## config.mk

```make
export PLATFORM = sky130hd
export DESIGN_NAME = alu_uart_interface
export DESIGN_NICKNAME = d
export VERILOG_FILES = /design/src/rtl/alu_pkg.sv /design/src/rtl/alu_uart_interface.sv
export SDC_FILE = /design/constraint.sdc
export NUM_CORES = 1
export LEC_CHECK = 0
export CAP_MARGIN = 25
export CORE_UTILIZATION = 34
export DETAILED_ROUTE_END_ITERATION = 16
export GPL_TIMING_DRIVEN = 0
export PLACE_DENSITY_LB_ADDON = 0.2
export REMOVE_ABC_BUFFERS = 1
export SETUP_SLACK_MARGIN = 0.2
export SLEW_MARGIN = 20
export SYNTH_ARGS = -nofsm -noshare
export SYNTH_HDL_FRONTEND = slang
export SYNTH_SLANG_ARGS = --single-unit
```

## constraint.sdc

```tcl
create_clock -name CLK -period 1.6 [get_ports CLK]
set_input_delay 0.16 -clock CLK [delete_from_list [all_inputs] [get_ports CLK]]
set_output_delay 0.16 -clock CLK [all_outputs]
set_load 0.1 [all_outputs]
```

## src/rtl/alu_pkg.sv

```systemverilog
// Shared definitions for the ALU datapath and its UART sequencer.
//   - Opcode constants understood by the ALU (6-bit function codes).
//   - State encoding of the alu_uart_interface sequencer FSM.
package alu_pkg;

  localparam logic [5:0] ADD = 6'b100000;
  localparam logic [5:0] SUB = 6'b100010;
  localparam logic [5:0] AND = 6'b100100;
  localparam logic [5:0] OR  = 6'b100101;
  localparam logic [5:0] XOR = 6'b100110;
  localparam logic [5:0] NOR = 6'b100111;
  localparam logic [5:0] SRA = 6'b000011;
  localparam logic [5:0] SRL = 6'b000010;

  typedef enum logic [2:0] {
    StWaitA,
    StWaitB,
    StWaitOp,
    StExec,
    StSend
  } state_e;

endpackage

```

## src/rtl/alu_uart_interface.sv

```systemverilog
// Sequencer between uart_rx, a combinational ALU and uart_tx.
// Collects three received bytes as operand A, operand B and opcode, gives the
// ALU one cycle to settle, captures its result and hands it to the transmitter.
// Ports:
//   CLK, RESET          clock (rising edge), asynchronous active-high reset
//   RX_DATA, RX_DONE    received byte and its one-cycle valid strobe
//   TX_BUSY             transmitter busy; hold off TX_START while high
//   TX_DATA, TX_START   registered result byte and one-cycle send request
//   DATOA, DATOB        registered ALU operands
//   OPCODE              registered ALU opcode (low SIZEOP bits of third byte)
//   RESULT              combinational ALU output, sampled at the end of EXEC
//   DROPPED             one-cycle pulse: a byte arrived in EXEC/SEND and was lost
module alu_uart_interface
  import alu_pkg::*;
#(
  parameter int unsigned SIZEDATA = 8,
  parameter int unsigned SIZEOP   = 6
) (
  input  logic                CLK,
  input  logic                RESET,
  input  logic [SIZEDATA-1:0] RX_DATA,
  input  logic                RX_DONE,
  input  logic                TX_BUSY,
  output logic [SIZEDATA-1:0] TX_DATA,
  output logic                TX_START,
  output logic [SIZEDATA-1:0] DATOA,
  output logic [SIZEDATA-1:0] DATOB,
  output logic [SIZEOP-1:0]   OPCODE,
  input  logic [SIZEDATA-1:0] RESULT,
  output logic                DROPPED
);

  state_e state_q, state_d;

  logic [SIZEDATA-1:0] datoa_q, datob_q, tx_data_q;
  logic [SIZEOP-1:0]   opcode_q;
  logic                tx_start_q, dropped_q;
  logic                load_a, load_b, load_op, load_tx, start_d, drop_d;

  // Upper bits of the opcode byte carry no meaning.
  logic unused_rx_hi;
  assign unused_rx_hi = ^RX_DATA[SIZEDATA-1:SIZEOP];

  always_comb begin
    state_d = state_q;
    load_a  = 1'b0;
    load_b  = 1'b0;
    load_op = 1'b0;
    load_tx = 1'b0;
    start_d = 1'b0;
    drop_d  = 1'b0;
    unique case (state_q)
      StWaitA: begin
        if (RX_DONE) begin
          load_a  = 1'b1;
          state_d = StWaitB;
        end
      end
      StWaitB: begin
        if (RX_DONE) begin
          load_b  = 1'b1;
          state_d = StWaitOp;
        end
      end
      StWaitOp: begin
        if (RX_DONE) begin
          load_op = 1'b1;
          state_d = StExec;
        end
      end
      StExec: begin
        // Operands have been stable for a full cycle; RESULT is settled.
        load_tx = 1'b1;
        drop_d  = RX_DONE;
        state_d = StSend;
      end
      StSend: begin
        drop_d = RX_DONE;
        if (!TX_BUSY) begin
          start_d = 1'b1;
          state_d = StWaitA;
        end
      end
      default: state_d = StWaitA;
    endcase
  end

  always_ff @(posedge CLK or posedge RESET) begin
    if (RESET) begin
      state_q    <= StWaitA;
      datoa_q    <= '0;
      datob_q    <= '0;
      opcode_q   <= '0;
      tx_data_q  <= '0;
      tx_start_q <= 1'b0;
      dropped_q  <= 1'b0;
    end else begin
      state_q    <= state_d;
      tx_start_q <= start_d;
      dropped_q  <= drop_d;
      if (load_a)  datoa_q   <= RX_DATA;
      if (load_b)  datob_q   <= RX_DATA;
      if (load_op) opcode_q  <= RX_DATA[SIZEOP-1:0];
      if (load_tx) tx_data_q <= RESULT;
    end
  end

  assign DATOA    = datoa_q;
  assign DATOB    = datob_q;
  assign OPCODE   = opcode_q;
  assign TX_DATA  = tx_data_q;
  assign TX_START = tx_start_q;
  assign DROPPED  = dropped_q;

endmodule

```

### Word level (Yosys, flattened, before mapping)

Cells that the tools add are included.

| cells by class | value |
|---|---|
| multiplexer cells | 13 |
| eq/ne operators | 8 |
| reduce and logical (&&, ||, !) cells | 3 |

Operators with widths:

| operator | number |
|---|---|
| case mux 3 bit (5 select lines) | 1 |
| 2-to-1 mux 3 bit | 4 |
| 2-to-1 mux 1 bit | 8 |
| inequality test 2 bit (second input constant) | 4 |
| equality test 3 x 2 -> 1 bit (second input constant) | 2 |
| AND reduction 4 bit | 1 |
| equality test 3 x 1 -> 1 bit (second input constant) | 1 |
| equality test 3 bit (second input constant) | 1 |
| zero test 3 bit | 1 |
| OR reduction 2 bit | 1 |

| word-level totals | value |
|---|---|
| logic and storage cells | 31 |
| bits of input ports | 20 |
| register bits after elaboration | 35 |

### Depth between registers and ports, before layout

| depth | value |
|---|---|
| word-level depth | 3 |
| mapped depth | 4 |
| mapped depth without buffers | 2 |

### Worst setup path before layout

No wires, ideal clock.

| timing | value |
|---|---|
| path type | reg2reg |
| from | reg state_q[0] |
| to | reg datoa_q[0], in the netlist DATOA[0] |
| stages on the path, launching flop included | 4 |
| library setup time | 0.125 ns |
| required time | 1.475 ns |
| slack | 0.156 ns |
| clock period less this slack | 1.444 ns |
| path buffers | 1 |
| arrival | 1.318 ns |
| cells stage by stage | dfrtp_1 buf_6 nor4b_4 mux2_2 |

| on the way | value |
|---|---|
| word-level cells in the longest chain between the ends | 2 |

RTL lines:

| item | RTL line | RTL |
|---|---|---|
| start: declaration | alu_uart_interface.sv:33 | `state_e state_q, state_d;` |
| start signal: assignment | alu_uart_interface.sv:90 | `state_q <= StWaitA;` |
| start signal: assignment | alu_uart_interface.sv:98 | `state_q <= state_d;` |
| zero test 3 bit | alu_uart_interface.sv:52 | `unique case (state_q)` |
| 2-to-1 mux 1 bit | alu_uart_interface.sv:52 |  |
| end signal: assignment | alu_uart_interface.sv:91 | `datoa_q <= '0;` |
| end signal: assignment | alu_uart_interface.sv:101 | `if (load_a) datoa_q <= RX_DATA;` |
| end: declaration | alu_uart_interface.sv:35 | `logic [SIZEDATA-1:0] datoa_q, datob_q, tx_data_q;` |

Every way passes these cells.
A chain may end at the register's enable or synchronous reset.

### Worst setup path in the final report

| timing | value |
|---|---|
| from | reg state_q[1] |
| to | reg datob_q[5], in the netlist DATOB[5] |

| on the way | value |
|---|---|
| word-level cells in the longest chain between the ends | 2 |

RTL lines:

| item | RTL line | RTL |
|---|---|---|
| equality test 3 x 1 -> 1 bit | alu_uart_interface.sv:52 |  |
| 2-to-1 mux 1 bit | alu_uart_interface.sv:52 |  |
| end signal: assignment | alu_uart_interface.sv:92 | `datob_q <= '0;` |
| end signal: assignment | alu_uart_interface.sv:102 | `if (load_b) datob_q <= RX_DATA;` |
| end: declaration | alu_uart_interface.sv:35 |  |

Every way passes these cells.

==> summary.log <==
INFO  logic_synthesis synthDistinctLibCells=17
INFO  global_route   grt_max_degree=36
INFO  worst_setup_path r2r_path_end=DATOB[5]
INFO  route          routed_wirelength=3030um
INFO  floorplan      die-width=65.6um
INFO  floorplan      io_pins=52
INFO  timing         fmax=704MHz
INFO  floorplan      rows=22
INFO  route          first_iter_violations=24
INFO  logic_synthesis mappedNetlistArea=1370squm
INFO  global_route   grt_util_all_layers=16.9%
INFO  timing         worst_slew_pin_slew=0.713ns
INFO  floorplan      initial_utilization=36.4%
INFO  worst_setup_path worst_path_largest_cell_delay=0.46ns
INFO  run_status     status=completed
INFO  job            timing.max_cap.violations=0
INFO  floorplan      die_y=65.6um
INFO  logic_synthesis avgSynthCellArea=16.2squm
INFO  timing         timing.final.crit_period=1.42ns
INFO  clock_network  tritoncts_clock_tree=yes
INFO  timing         post-route-period-util=88.8%
INFO  logic_synthesis post_synth_inst_count=85
INFO  timing         slew_violations=0
INFO  worst_setup_path timing.critical_path.to_type=register
INFO  final_layout   insertedDiodeCount=0
INFO  floorplan      design.die.area=4300squm
INFO  worst_setup_path cpMaxStageDelayCell=sky130_fd_sc_hd__dfrtp_2
INFO  logic_synthesis yosysSeqAreaShare=63.8%
INFO  logic_synthesis synth_warn=0
INFO  timing         max_slew_margin=52.4%
INFO  logic_synthesis synth_top_cells_by_area=sky130_fd_sc_hd__dfrtp_1, sky130_fd_sc_hd__mux2_2, sky130_fd_sc_hd__nor4b_4, sky130_fd_sc_hd__nor4bb_1, sky130_fd_sc_hd__nand3b_1
INFO  timing         final.setup_skew=0.00943ns
INFO  worst_setup_path critPathKind=register to register
INFO  placed_design  io_buffer_count=51
INFO  timing         rsz0062_at_grt=yes
INFO  final_layout   nNetsFinal=167
INFO  clock_network  cts_sinks=35
INFO  floorplan      core_region_area=3770squm
INFO  logic_synthesis synth_top_cell_area_share=63.8%
INFO  global_route   grt_overflow_total=0
INFO  logic_synthesis synth_seq_cells=35
INFO  clock_network  cts_root_buffer=sky130_fd_sc_hd__clkbuf_8
INFO  placed_design  place_congestion=0.644
INFO  clock_network  clock_path_buffers=2
INFO  worst_setup_path r2r_setup_slack=0.18ns
INFO  placed_design  hpwl=2010um
INFO  final_layout   final.fill_count=294
INFO  worst_hold_path min-delay-path-class=primary input to async pin
INFO  clock_network  clk_pin_slew_worst_paths=0.07ns
INFO  clock_network  h-tree-depth=2
INFO  worst_setup_path signal_arrival_time_at_the_worst_endpoint=1.59ns
INFO  logic_synthesis synth.largest_area_cell=sky130_fd_sc_hd__dfrtp_1
INFO  worst_setup_path timing.critical_path.from_type=register
INFO  global_route   grt_antenna_before_repair=0
INFO  route          drc=0
INFO  logic_synthesis synth-edff-count=0
INFO  final_layout   syn2layout_area_growth=59.6%
INFO  worst_setup_path crit_chain=nor4bb_4 > buf_4 > mux2_4
INFO  timing         report.final.hold_viol_count=0
INFO  route          antenna_viol_nets_final=0
INFO  timing         fin_hold_ws=0.309ns
INFO  logic_synthesis post_synth_most_frequent_cells=sky130_fd_sc_hd__dfrtp_1, sky130_fd_sc_hd__mux2_2
INFO  worst_setup_path rr_worst_depth=3
INFO  global_route   grt_pass1_vias=1046
INFO  route          routed_wire_length_per_instance=15.5um
INFO  route          route.detailed.vias_per_inst=4.76
INFO  final_layout   post_route_cells_drive_above_1_share=57.4%
INFO  logic_synthesis yosysMostFrequentCell=sky130_fd_sc_hd__dfrtp_1
INFO  logic_synthesis synth_flop_cell=sky130_fd_sc_hd__dfrtp_1
INFO  global_route   first_pass_grt_wire_length=5200um
INFO  worst_setup_path critical_path_data_required_time=1.77ns
INFO  logic_synthesis async_reset_ff_share=100%
INFO  clock_network  numCtsBuffers=5
INFO  timing         setup_viol=0
INFO  worst_setup_path crit_reg_reg_startpoint=state_q[1]
INFO  clock_network  worst_skew_pair.late_latency=0.29ns
INFO  route          drt_pass_1_iters=3
INFO  clock_network  holdBufCountCts=0
INFO  route          dr_total_vias=932
INFO  worst_setup_path path_max_fanout=5
==> registers in the layout, indices dropped and copies added (netlist names) <==
signal,cells
TX_DATA,8
DROPPED,1
TX_START,1
DATOB,8
OPCODE,6
state_q,3
DATOA,8
==> cell families after synthesis <==
group / share of synthesized area [%]
mux: 24.6
compound gates: 1.82
flops: 63.8
simple gates: 7.47
buf+inv: 2.37
==> per-layer routing <==
layer / track usage, % / share of wire, %
met1: 19.0 / 40
met2: 28.4 / 54
met3: 6.08 / 4.5
met4: 8.15 / 1.8
met5: 0 / 0
==> metrics by stage <==
| step | utilization [%] | setup slack (ns) | std cells | setup TNS [ns] | area, sq um |
|---|---|---|---|---|---|
| 6_report | 58.1 | 0.179 | 196 | 0 | 2190 |
| 5_1_grt | 58.1 | 0.133 | 196 | 0 | 2190 |
| 4_1_cts | 58.8 | 0.142 | 195 | 0 | 2220 |
| 3_5_place_dp | 51.3 | -0.548 | 181 | -9.62 | 1940 |
| 3_3_place_gp | 50.8 | -1.22 | 180 | -21.59 | 1920 |
| 2_1_floorplan | - | -0.310 | 81 | -3.25 | 1350 |
==> worst max path at each step <==
stage / startpoint / end / slack, ns / cells past startpoint
floorplan: state_q[1] / DATOB[0] / -0.31 / 2
global placement: RX_DONE / DATOB[6] / -1.22 / 3
detailed placement: RX_DONE / OPCODE[2] / -0.55 / 3
CTS: state_q[2] / DATOB[7] / 0.14 / 3
global route: state_q[1] / DATOB[5] / 0.13 / 3
finish: state_q[1] / DATOB[5] / 0.18 / 3
==> cell type report <==
class,count,area [sq um],share of cell area (%)
well taps,48,60.1,2.74
clock inverters,1,8.76,0.400
repair buffers,59,591,26.9
inverters,1,3.75,0.171
flip-flops and latches,35,880,40.1
clock buffers,7,86.3,3.94
multi-input cells,45,563,25.7
==> critical path: cells and delay by family (launching register included) <==
family | cells | cell delay, ns
DFF | 1 | 0.46
and+or+nand+nor | 1 | 0.34
muxes | 1 | 0.31
buffers and inverters | 1 | 0.20
==> placed cells by master (no fill, tap or decap), types with 3 or more instances in the layout <==
| master | n |
|---|---|
| sky130_fd_sc_hd__dfrtp_1 | 32 |
| sky130_fd_sc_hd__mux2_4 | 18 |
| sky130_fd_sc_hd__clkdlybuf4s50_1 | 18 |
| sky130_fd_sc_hd__clkdlybuf4s18_2 | 16 |
| sky130_fd_sc_hd__clkdlybuf4s15_2 | 13 |
| sky130_fd_sc_hd__mux2_2 | 12 |
| sky130_fd_sc_hd__clkbuf_8 | 6 |
| sky130_fd_sc_hd__buf_4 | 5 |
| sky130_fd_sc_hd__buf_2 | 3 |
| sky130_fd_sc_hd__dfrtp_2 | 3 |
==> repair_timing <==
item / in CTS / in global routing
resized for setup: 120 / 24
setup endpoints to repair: 62 / 49
pin swaps: 3 / 1
endpoints found under the hold margin: 0 / 0
buffers inserted: 6 / 1
Power is not shown: default switching activity piles up to over one toggle a cycle in this logic, so the estimate is an artifact.
